`config.mk`:
```
export PLATFORM = sky130hd
export DESIGN_NAME = instr_fetch
export DESIGN_NICKNAME = d
export VERILOG_FILES = /design/src/rtl/instr_fetch.sv
export SDC_FILE = /design/constraint.sdc
export NUM_CORES = 1
export LEC_CHECK = 0
export ABC_CLOCK_PERIOD_IN_PS = 3490
export CAP_MARGIN = 30
export CORE_MARGIN = 2
export CORE_UTILIZATION = 55
export CTS_CLUSTER_SIZE = 14
export DETAILED_ROUTE_END_ITERATION = 8
export PLACE_DENSITY = 0.9
export REMOVE_ABC_BUFFERS = 1
export SYNTH_ARGS = -nofsm -noshare
export SYNTH_HDL_FRONTEND = slang
export SYNTH_SLANG_ARGS = --single-unit
export TNS_END_PERCENT = 20
```
`constraint.sdc`:
```
create_clock -name clk -period 3.49 [get_ports clk]
set_input_delay 0.698 -clock clk [delete_from_list [all_inputs] [get_ports clk]]
set_output_delay 0.698 -clock clk [all_outputs]
set_load 0.01 [all_outputs]
```
`src/rtl/instr_fetch.sv`:
```
// instr_fetch: upstream stage of the multi-cycle CPU datapath.
// Drives the PC into an asynchronous-read instruction ROM, captures each
// returned word with its PC in a 2-entry prefetch queue, and hands the queue
// head to decode through a valid/ready handshake. A redirect (branch or
// exception return) reloads the PC and flushes the queue.
//
// Ports:
//   clk        in   rising-edge clock
//   rst        in   synchronous active-high reset
//   fetch_en   in   allow new fetches (queue keeps draining when low)
//   mem_addr   out  ROM word address (= PC)
//   mem_rdata  in   ROM data for mem_addr, same cycle
//   br_valid   in   redirect pulse
//   br_target  in   redirect target PC
//   IR         out  instruction at queue head
//   ir_pc      out  PC of instruction at queue head
//   ir_valid   out  head is live (combinational)
//   ir_ready   in   consumer accepts head this cycle
//   q_count    out  queue occupancy 0..2
module instr_fetch #(
    parameter int unsigned ADDR_W = 6,
    parameter int unsigned DATA_W = 32
) (
    input  logic              clk,
    input  logic              rst,
    input  logic              fetch_en,
    output logic [ADDR_W-1:0] mem_addr,
    input  logic [DATA_W-1:0] mem_rdata,
    input  logic              br_valid,
    input  logic [ADDR_W-1:0] br_target,
    output logic [DATA_W-1:0] IR,
    output logic [ADDR_W-1:0] ir_pc,
    output logic              ir_valid,
    input  logic              ir_ready,
    output logic [1:0]        q_count
);

    localparam int unsigned DEPTH = 2;

    logic [ADDR_W-1:0] pc_q, pc_d;
    logic              rd_ptr_q, rd_ptr_d;
    logic              wr_ptr_q, wr_ptr_d;
    logic [1:0]        count_q, count_d;
    logic [DATA_W-1:0] instr_q [DEPTH];
    logic [DATA_W-1:0] instr_d [DEPTH];
    logic [ADDR_W-1:0] epc_q   [DEPTH];
    logic [ADDR_W-1:0] epc_d   [DEPTH];

    logic push_c;
    logic pop_c;

    // Handshake and queue events; a redirect suppresses both.
    assign ir_valid = (count_q != 2'd0) && !br_valid;
    assign pop_c    = ir_valid && ir_ready;
    assign push_c   = fetch_en && !br_valid && ((count_q < 2'd2) || pop_c);

    assign mem_addr = pc_q;
    assign IR       = instr_q[rd_ptr_q];
    assign ir_pc    = epc_q[rd_ptr_q];
    assign q_count  = count_q;

    // Next-state logic: redirect flush, otherwise push/pop bookkeeping.
    always_comb begin
        pc_d     = pc_q;
        rd_ptr_d = rd_ptr_q;
        wr_ptr_d = wr_ptr_q;
        count_d  = count_q;
        instr_d  = instr_q;
        epc_d    = epc_q;

        if (br_valid) begin
            pc_d     = br_target;
            rd_ptr_d = 1'b0;
            wr_ptr_d = 1'b0;
            count_d  = 2'd0;
        end else begin
            // A push into a full queue overwrites the head being popped,
            // which is safe because the head is read combinationally.
            if (push_c) begin
                instr_d[wr_ptr_q] = mem_rdata;
                epc_d[wr_ptr_q]   = pc_q;
                wr_ptr_d          = ~wr_ptr_q;
                pc_d              = pc_q + ADDR_W'(1);
            end
            if (pop_c) begin
                rd_ptr_d = ~rd_ptr_q;
            end
            case ({push_c, pop_c})
                2'b10:   count_d = count_q + 2'd1;
                2'b01:   count_d = count_q - 2'd1;
                default: count_d = count_q;
            endcase
        end
    end

    // State registers; reset overrides redirect and handshake.
    always_ff @(posedge clk) begin
        if (rst) begin
            pc_q     <= '0;
            rd_ptr_q <= 1'b0;
            wr_ptr_q <= 1'b0;
            count_q  <= 2'd0;
            instr_q  <= '{default: '0};
            epc_q    <= '{default: '0};
        end else begin
            pc_q     <= pc_d;
            rd_ptr_q <= rd_ptr_d;
            wr_ptr_q <= wr_ptr_d;
            count_q  <= count_d;
            instr_q  <= instr_d;
            epc_q    <= epc_d;
        end
    end

endmodule

```
# Yosys cells after proc, flatten, opt, wreduce, memory -nomap -nowiden
# Index checks and enable logic that the tools add are counted.
dict set report word_totals {
  regBits 86
}
dict set report classes {
  add_sub_neg 3
  n_lt_le_gt_ge 4
  n_eq_ne 2
  n_mux 15
  n_bitwise 5
  n_reduce_logical 12
}
# cell n
set ops {}
lappend ops {{32-bit 2-to-1 mux} 4}
lappend ops {{64-bit bitwise mux} 1}
lappend ops {{6-bit 2-to-1 mux} 6}
lappend ops {{32-bit demux with 1-bit select} 1}
lappend ops {{12-bit bitwise mux} 1}
lappend ops {{6-bit by 1-bit adder with 6-bit output (second input constant)} 1}
lappend ops {{6-bit demux with 1-bit select} 1}
lappend ops {{2-bit nonzero test} 3}
lappend ops {{1-bit logical AND} 5}
lappend ops {{2-bit >= comparator (second input constant)} 2}
lappend ops {{1-bit NOT with 2-bit output} 2}
lappend ops {{2-bit one-hot mux with 2 select lines} 1}
lappend ops {{1-bit NOT} 3}
lappend ops {{2-bit by 1-bit adder with 2-bit output (second input constant)} 1}
lappend ops {{2-bit by 1-bit equality test with 1-bit output (second input constant)} 1}
lappend ops {{2-bit equality test (second input constant)} 1}
lappend ops {{2-bit by 1-bit < comparator with 1-bit output (second input constant)} 1}
lappend ops {{2-bit < comparator (second input constant)} 1}
lappend ops {{2-bit AND reduction} 1}
lappend ops {{2-bit OR reduction} 1}
lappend ops {{2-bit by 1-bit subtractor with 2-bit output (second input constant)} 1}
lappend ops {{1-bit logical NOT} 1}
lappend ops {{1-bit logical OR} 1}

# Logic depth before layout (Yosys ltp)
# Gate-level depths: netlist of the first run.
dict set report depth {
  depth_word 7
  depth_mapped 7
}

# Worst setup path after synthesis of the first run
# No wires, ideal clock.
dict set report synth_timing {
  path_type {input to register}
  start {input port br_valid}
  end {register count_q[1] (netlist: q_count[1])}
  setup_ns 0.070
  t_arrival_ns 1.928
  path_slack_ns 1.492
  stages 6
  n_path_buf 1
  cell_sequence {inv_2 -> clkbuf_1 -> nand3_1 -> ha_1 -> or3_1 -> a21oi_1}
}
dict set report synth_between {
  elab_chain_len 7
}
# element line_no
set synth_rtl {}
lappend synth_rtl {{start: declaration} 29} ;# input logic br_valid,
lappend synth_rtl {{1-bit logical NOT} {53, 55}}
lappend synth_rtl {{1-bit logical AND} 53} ;# assign ir_valid = (count_q != 2'd0) && !br_valid;
lappend synth_rtl {{1-bit logical AND} 54} ;# assign pop_c = ir_valid && ir_ready;
lappend synth_rtl {{1-bit logical OR} 55} ;# assign push_c = fetch_en && !br_valid && ((count_q < 2'd2) || pop_c);
lappend synth_rtl {{1-bit logical AND} 55}
lappend synth_rtl {{2-bit by 1-bit equality test with 1-bit output / 2-bit equality test (equally long branches)} 88} ;# case ({push_c, pop_c})
lappend synth_rtl {{2-bit one-hot mux with 2 select lines / 2-bit nonzero test (equally long branches)} n/a}
lappend synth_rtl {{end signal: assignment} 109} ;# count_q <= count_d;
lappend synth_rtl {{end: declaration} 43} ;# logic [1:0] count_q, count_d;
# Several ways; a longest one is shown, not always the timed one.
# A chain may end at the register's enable or synchronous reset.

# Worst setup path in the final report of the first run
dict set report layout_timing {
  start {register rd_ptr_q}
  end {output port IR[26]}
}
dict set report layout_between {
  elab_chain_len 4
}
# element line_no
set layout_rtl {}
lappend layout_rtl {{start: declaration} 41} ;# logic rd_ptr_q, rd_ptr_d;
lappend layout_rtl {{start signal: assignment} 107} ;# rd_ptr_q <= rd_ptr_d;
lappend layout_rtl {{1-bit NOT with 2-bit output (not written as such)} 58} ;# assign IR = instr_q[rd_ptr_q];
lappend layout_rtl {{32-bit 2-to-1 mux (not written as such) (3 in series)} 58}
lappend layout_rtl {{end: declaration} 31} ;# output logic [DATA_W-1:0] IR,
# No other way between the ends. The select of a mux whose other input is x is not followed.

==> flow_summary.ini, run 1 <==
[die]
rows = 31
die_h_um = 90.8
die_w_um = 90.8
start_util = 0.569
die-area_sq_um = 8250
ioPinCount = 90
core_sq_um = 7290

[timing]
rsz0062_at_grt = no
report.final.slew_viol_count = 0
period_minus_slack_ns = 2.99
fin_skew_ns = 0.0127
whs_ns = 0.473
max-slew-margin-rel = 0.441
worst_slack_ns = 0.498
fin_setup_tns_ns = 0
worstMarginPinSlew_ns = 0.839
finalSetupViolCount = 0
max_freq_ghz = 0.334
finalHoldViolCount = 0
period_share = 0.857

[routing]
drtIter0Drc = 101
drc = 0
vias = 3056
viasPerCell = 5.27
wire_per_inst_um = 15.0
dr.pass1.iters = 4
routed_wl_um = 8700
postRouteAntennaNets = 0

[yosys]
synth_compound_area_frac = 0.0317
synth-simple-area-share = 0.216
synth.cell_area_sq_um = 4150
netlist_top_cells_count = 115 x nand2b_1, 86 x dfxtp_1, 76 x mux2i_1
ys_seq_area_frac = 0.415
synth_top_family_by_area = multiplexers
synth_xor_area_frac = 0.00422
synth_cell_types = 33
synth_top_area_cell = dfxtp_1
ys.warnings.count = 0
synth_ff_type = dfxtp_1
synthCells = 399
synthMuxAreaShare = 0.287
synth_fa_ha_area_frac = 0.00603
synth_top_area_frac = 0.415
synth_most_common_cell = nand2b_1
yosys-top-cells-area = dfxtp_1 42%, mux2i_1 18%, nand2b_1 17%
yosys_register_bits = 86
async_reset_ff_frac = 0
syn_avg_cell_area_sq_um = 10.4
synth_edf_count = 0

[clock_network]
clk_pin_slew_ns = 0.08
clock_path_buffers = 2
cts_tree = yes
clkLatencyLatePin_ns = 0.34
cts_buffers = 9
cts_setup_buffers = 0
cts.sinks = 86
cts_resized = 0
cts-hold-fix-buffers = 0
htreeDepth = 3
clockRootBuffer = clkbuf_8

[critical_path]
slowest_stage = dfxtp_2
reg2reg_slack_ns = 1.89
crit_required_ns = 2.79
critPathMaxStageDelay_ns = 0.70
crit_chain = buf_4 > mux2_2 > clkdlybuf4s50_1
cp-end-kind = output port
arrival_ns = 2.29
critical_path_class = flip-flop to output port
ff2ff_path_depth = 5
worstSetupStartpoint = rd_ptr_q
cp-start-kind = flip-flop
cp-endpoint = IR[26]
r2r_end = q_count[1]
rr_startpoint = q_count[1]
crit_path_max_fanout = 22

[outcome]
status = complete, no violations

[global_routing]
overflow = 0
track_usage = 0.219
antenna_found_initial = 0
grt_pass1_vias = 3117
grt_pass1_wl_um = 14600
grt_max_degree = 65

[min_path]
hold_class = flip-flop to flip-flop

[placed_design]
post-place-ws_ns = 0.759
gp_congestion = 0.786
io_buffers = 89
dp_hpwl_um = 6010

[layout]
syn2layout_area_growth_pct = 27.6
drive_above_1_share = 0.137
final_nets = 522
n_antenna_cell = 0
final_util = 0.726

[power_and_ir_drop]
power_density_nw_per_um2 = 403
p_leak_nw = 2.10
vdd_drop_max_v = 0.000252
p_total_mw = 2.13

[flow_run]
drv_cap = 0
layer usage:
metal,vias up,routed length [um],track usage
met4,0,112,0.0732
met3,10,256,0.0401
li1,1520,-,-
met1,1467,3670,0.263
met2,59,4660,0.392
met5,-,0,0
how the worst min path moves through the flow:
stage	endpoint	cells past startpoint	start	slack (ns)
CTS	instr_q[20]	2	instr_q[20]	0.48
finish	instr_q[20]	2	instr_q[20]	0.47
floorplan	instr_q[0]	2	instr_q[0]	0.44
global placement	instr_q[17]	2	instr_q[17]	0.45
detailed placement	instr_q[20]	2	instr_q[20]	0.46
global route	instr_q[59]	2	instr_q[59]	0.50
registers in the layout, summed over array words and instances, names as in the netlist:
signal,cells
mem_addr,6
instr_q,64
epc_q,12
rd_ptr_q,1
q_count,2
wr_ptr_q,1
where the power goes:
group	leakage, nW	internal [mW]	total, mW	switching [mW]
Combinational	1.29	0.164	0.272	0.108
Sequential	0.700	1.01	1.04	0.0233
Clock	0.115	0.472	0.823	0.352
cell usage in the layout (no fill, tap or decap), types with 2 or more instances in the layout:
| master | n |
|---|---|
| nand2_1 | 3 |
| or4_1 | 3 |
| clkbuf_8 | 9 |
| o21ai_0 | 4 |
| buf_4 | 6 |
| clkdlybuf4s50_1 | 88 |
| nand3_1 | 2 |
| mux2i_1 | 76 |
| nor2_1 | 8 |
| a311oi_1 | 6 |
| o31ai_1 | 3 |
| nand2b_1 | 115 |
| or3_1 | 4 |
| bufinv_16 | 3 |
| a21oi_1 | 3 |
| mux2_2 | 38 |
| dfxtp_1 | 85 |
| ha_1 | 2 |
| nand4_1 | 3 |
| inv_1 | 3 |
area by class of cell:
cell class	instances	area, sq um
clock inverters	6	111
multi-input cells	280	2260
fillers	550	2000
flip-flops and latches	86	1720
inverters	5	21.3
repair buffers	95	931
well taps	99	124
clock buffers	9	124
kinds of logic (layout without fill, tap and decap cells):
family | after synthesis | count (layout)
and+or+nand+nor | 143 | 143
muxes | 114 | 114
DFF | 86 | 86
buffers and inverters | 33 | 115
AOI/OAI and AO/OA | 19 | 19
adders and majority gates | 2 | 2
xor gates and xnor gates | 2 | 2
worst max-delay path, delay by kind of cell, from the launching register on:
kind,cells,cell delay [ns]
buffers and inverters,2,0.88
multiplexers,1,0.38
flip-flops,1,0.70
metrics by stage:
step | cell area (sq um) | instances
2_1_floorplan | 4000 | 371
3_5_place_dp | 5060 | 565
4_1_cts | 5290 | 580
6_report | 5290 | 580
3_3_place_gp | 5060 | 565
5_1_grt | 5290 | 580
No activity file was read; power rests on OpenSTA's default activity.
==> run 2: changes to the inputs <==
--- a/config.mk
+++ b/config.mk
@@ -5,14 +5,15 @@
 export SDC_FILE = /design/constraint.sdc
 export NUM_CORES = 1
 export LEC_CHECK = 0
-export ABC_CLOCK_PERIOD_IN_PS = 3490
+export ABC_CLOCK_PERIOD_IN_PS = 3000
 export CAP_MARGIN = 30
 export CORE_MARGIN = 2
-export CORE_UTILIZATION = 55
+export CORE_UTILIZATION = 51
 export CTS_CLUSTER_SIZE = 14
 export DETAILED_ROUTE_END_ITERATION = 8
-export PLACE_DENSITY = 0.9
+export PLACE_DENSITY = 0.84
 export REMOVE_ABC_BUFFERS = 1
+export SLEW_MARGIN = 10
 export SYNTH_ARGS = -nofsm -noshare
 export SYNTH_HDL_FRONTEND = slang
 export SYNTH_SLANG_ARGS = --single-unit
==> constraint.sdc (replaced) <==
create_clock -name clk -period 3 [get_ports clk]
set_input_delay 0.6 -clock clk [delete_from_list [all_inputs] [get_ports clk]]
set_output_delay 0.6 -clock clk [all_outputs]
set_load 0.01 [all_outputs]
==> flow_summary.ini, run 2 (synthesized netlist as in run 1, its figures left out) <==
[routing]
drtIter0Drc = 92
routed_wl_um = 8470
postRouteAntennaNets = 0
drc = 0
vias = 3040
dr.pass1.iters = 4
viasPerCell = 5.21
wire_per_inst_um = 14.5

[die]
die-area_sq_um = 8870
rows = 32
ioPinCount = 90
die_h_um = 94.2
start_util = 0.531
core_sq_um = 7810
die_w_um = 94.2

[global_routing]
grt_max_degree = 45
grt_pass1_wl_um = 14400
grt_pass1_vias = 3145
overflow = 0
track_usage = 0.203
antenna_found_initial = 0

[critical_path]
crit_path_max_fanout = 17
critical_path_class = flip-flop to output port
cp-start-kind = flip-flop
slowest_stage = dfxtp_2
worstSetupStartpoint = rd_ptr_q
ff2ff_path_depth = 5
crit_buf_inv = 2
rr_startpoint = q_count[1]
critPathMaxStageDelay_ns = 0.64
cp_top_family = buffers and inverters
r2r_end = q_count[1]
cp-end-kind = output port
crit_required_ns = 2.40
crit_chain = buf_4 > mux2_2 > clkdlybuf4s50_1
critical_path_depth = 3
reg2reg_slack_ns = 1.38
arrival_ns = 2.10

[layout]
syn2layout_area_growth_pct = 27.4
stdcell_area_sq_um = 5280
regMostFlops = instr_q
final_nets = 523
largest_reg_flops = 64
final_common_cell = nand2b_1
n_antenna_cell = 0
final_cell_mix = 115 x nand2b_1, 88 x clkdlybuf4s50_1, 85 x dfxtp_1, 76 x mux2i_1, 38 x mux2_2
drive_above_1_share = 0.137

[timing]
period_share = 0.901
report.final.slew_viol_count = 0
max_freq_ghz = 0.370
finalHoldViolCount = 0
finalSetupViolCount = 0
max-slew-margin-rel = 0.655
rsz0062_at_grt = no
worstMarginPinSlew_ns = 0.518
fin_skew_ns = 0.00725
period_minus_slack_ns = 2.70
fin_setup_tns_ns = 0

[min_path]
hold_end = epc_q[8]
hold_class = flip-flop to flip-flop
holdPathStages = 2
holdCritStartpoint = epc_q[8]

[placed_design]
gp_congestion = 0.784
io_buffers = 89
dp_hpwl_um = 5870
placed_cell_area_sq_um = 5080

[clock_network]
cts_tree = yes
htreeDepth = 3
clock_path_buffers = 2
clockRootBuffer = clkbuf_8
cts_buffers = 9
cts.sinks = 86
cts_setup_buffers = 0
cts-hold-fix-buffers = 0
clkLatencyLatePin_ns = 0.34
clk_pin_slew_ns = 0.07
cts_resized = 0

[flow_run]
drv_cap = 0

[outcome]
status = complete, no violations

[power_and_ir_drop]
vdd_drop_max_v = 0.000245
power_density_nw_per_um2 = 448
p_leak_nw = 2.10
-- run 2: cell count changes in the layout (fill, tap and decap cells not counted), sizes merged --
cell | before | now
buf | 7 | 8
bufinv | 3 | 2
clkbuf | 9 | 10
clkinv | 2 | 3
clkinvlp | 1 | 0
-- run 2: power by group --
group	switching [mW]	internal (mW)	total, mW	leakage (nW)
sequential	0.0262	1.18	1.21	0.700
clock	0.383	0.461	0.844	0.106
combinational	0.127	0.190	0.317	1.30
total	0.536	1.83	2.37	2.10
-- run 2: how the worst max path moves through the flow --
| stage | to | slack [ns] |
|---|---|---|
| global route | IR[28] | 0.20 |
| global placement | ir_valid | 0.46 |
| finish | IR[29] | 0.30 |
| CTS | ir_pc[3] | 0.27 |
| detailed placement | ir_valid | 0.43 |
| floorplan | IR[0] | 0.84 |
-- run 2: layer usage --
layer	track usage	vias to the layer above	routed length [um]
met5	0	-	0
met4	0.0870	0	119
met3	0.0297	10	246
met2	0.348	55	4210
met1	0.252	1451	3890
li1	-	1524	-
-- run 2: through the flow --
| stage | total power [mW] | std cells | util | worst slack (ns) | hold slack, ns |
|---|---|---|---|---|---|
| 3_5_place_dp | 1.55 | 569 | 0.651 | 0.433 | 0.465 |
| 6_report | 2.37 | 584 | 0.677 | 0.298 | 0.472 |
| 5_1_grt | 2.47 | 584 | 0.677 | 0.203 | 0.494 |
| 3_3_place_gp | 1.54 | 569 | 0.651 | 0.461 | 0.455 |
| 4_1_cts | 2.39 | 584 | 0.677 | 0.265 | 0.477 |
| 2_1_floorplan | 1.38 | 371 | - | 0.839 | 0.445 |
-- run 2: final cells by class --
cell class	count	area [sq um]
Fill cell	626	2520
Multi-Input combinational cell	280	2260
Sequential cell	86	1720
Timing Repair Buffer	96	951
Clock buffer	10	128
Tap cell	102	128
Clock inverter	5	75.1
Inverter	5	21.3
-- run 2: tightest hold or removal path, stage by stage (launching register included) --
cell and delay, ns:
dfxtp_1 0.32, nand2b_1 0.06, mux2i_1 0.05
==> run 3: changes to the inputs <==
--- a/config.mk
+++ b/config.mk
@@ -11,7 +11,8 @@
 export CORE_UTILIZATION = 51
 export CTS_CLUSTER_SIZE = 14
 export DETAILED_ROUTE_END_ITERATION = 8
-export PLACE_DENSITY = 0.84
+export PLACE_DENSITY = 0.8
+export RECOVER_POWER = 100
 export REMOVE_ABC_BUFFERS = 1
 export SLEW_MARGIN = 10
 export SYNTH_ARGS = -nofsm -noshare
==> flow_summary.ini, run 3 (synthesized netlist as in run 1, its figures left out) <==
[power_and_ir_drop]
power_density_nw_per_um2 = 438
vdd_drop_max_v = 0.000218
p_leak_nw = 2.21

[placed_design]
dp_hpwl_um = 5440
io_buffers = 89
gp_congestion = 0.767
placed_cell_area_sq_um = 5080
post-place-cells = 567

[routing]
wire_per_inst_um = 14.2
routed_wl_um = 8270
viasPerCell = 5.09
dr.pass1.iters = 4
drtIter0Drc = 100
drc = 0
vias = 2963
postRouteAntennaNets = 0

[critical_path]
critical_path_class = flip-flop to output port
arrival_ns = 2.12
cp-start-kind = flip-flop
crit_path_max_fanout = 35
ff2ff_path_depth = 4
cp-end-kind = output port
crit_required_ns = 2.40

[timing]
period_minus_slack_ns = 2.72
fin_skew_ns = 0.0142
finalSetupViolCount = 0
max_freq_ghz = 0.368
worstMarginPinSlew_ns = 1.21
rsz0062_at_grt = no
period_share = 0.907
whs_ns = 0.473
finalHoldViolCount = 0
report.final.slew_viol_count = 0
fin_setup_tns_ns = 0
max-slew-margin-rel = 0.191

[layout]
fillers = 637
drive_above_1_share = 0.125
final_nets = 521
syn2layout_area_growth_pct = 26.3
n_antenna_cell = 0
stdcell_area_sq_um = 5240
final_cell_mix = 115 x nand2b_1, 86 x dfxtp_1, 76 x mux2i_1, 47 x dlygate4sd3_1, 41 x clkdlybuf4s50_1
final_cell_count_no_fill = 582
final_common_cell = nand2b_1
regMostFlops = instr_q
largest_reg_flops = 64

[global_routing]
grt_pass1_wl_um = 13500
antenna_found_initial = 0
grt_pass1_vias = 2970
track_usage = 0.193
overflow = 0
grt_max_degree = 122

[min_path]
hold_class = flip-flop to flip-flop
holdPathStages = 2

[clock_network]
clockRootBuffer = clkbuf_8
clock_path_buffers = 2
cts_setup_buffers = 0
cts_tree = yes
cts.sinks = 86
htreeDepth = 3
clkLatencyLatePin_ns = 0.35
cts_resized = 0
cts-hold-fix-buffers = 0
clk_pin_slew_ns = 0.07
cts_buffers = 9

[flow_run]
drv_cap = 0

[die]
core_sq_um = 7810
ioPinCount = 90
start_util = 0.531
die_w_um = 94.2
die-area_sq_um = 8870
rows = 32
die_h_um = 94.2

[outcome]
status = complete, no violations
[run 3: cell types whose count changed in the layout (fill, tap and decap cells not counted), moves of 2 or more]
cell	before	now
clkbuf_2	0	2
clkdlybuf4s50_1	88	41
dlygate4sd3_1	0	47
buf_4	6	0
[run 3: worst paths after layout]
kind / end / start / slack, ns
max: IR[19] / rd_ptr_q / 0.28
min: epc_q[6] / epc_q[6] / 0.47
max reg2reg: epc_q[3] / q_count[1] / 1.01
min reg2reg: epc_q[6] / epc_q[6] / 0.47
[run 3: stage by stage]
step / power [mW] / setup WS [ns] / utilization
floorplan: 1.38 / 0.839 / -
global placement: 1.54 / 0.457 / 0.650
detailed placement: 1.55 / 0.441 / 0.650
CTS: 2.34 / 0.426 / 0.675
global route: 2.41 / 0.214 / 0.671
finish: 2.30 / 0.280 / 0.671
[run 3: power by group]
| group | internal [mW] | switching, mW |
|---|---|---|
| Clock | 0.401 | 0.391 |
| Sequential | 1.18 | 0.0243 |
| Combinational | 0.178 | 0.123 |
| Total | 1.76 | 0.539 |
[run 3: critical path, stage by stage (launching register included)]
cell           delay (ns)
dfxtp_1              0.50
buf_12               0.27
mux2_2               0.37
dlygate4sd3_1        0.61
[run 3: final cells by class]
cell class	count	area, sq um	share of cell area
multi-input cells	280	2240	0.428
well taps	102	128	0.0244
repair buffers	94	940	0.179
flip-flops and latches	86	1720	0.329
clock inverters	4	47.5	0.00907
inverters	5	20.0	0.00382
clock buffers	11	141	0.0270
[run 3: routing by layer]
layer | up-vias | track usage | share of wire
met5 | - | 0 | 0
met4 | 0 | 0.0809 | 0.017
met3 | 12 | 0.0281 | 0.030
met2 | 49 | 0.332 | 0.51
met1 | 1384 | 0.242 | 0.44
li1 | 1518 | - | -
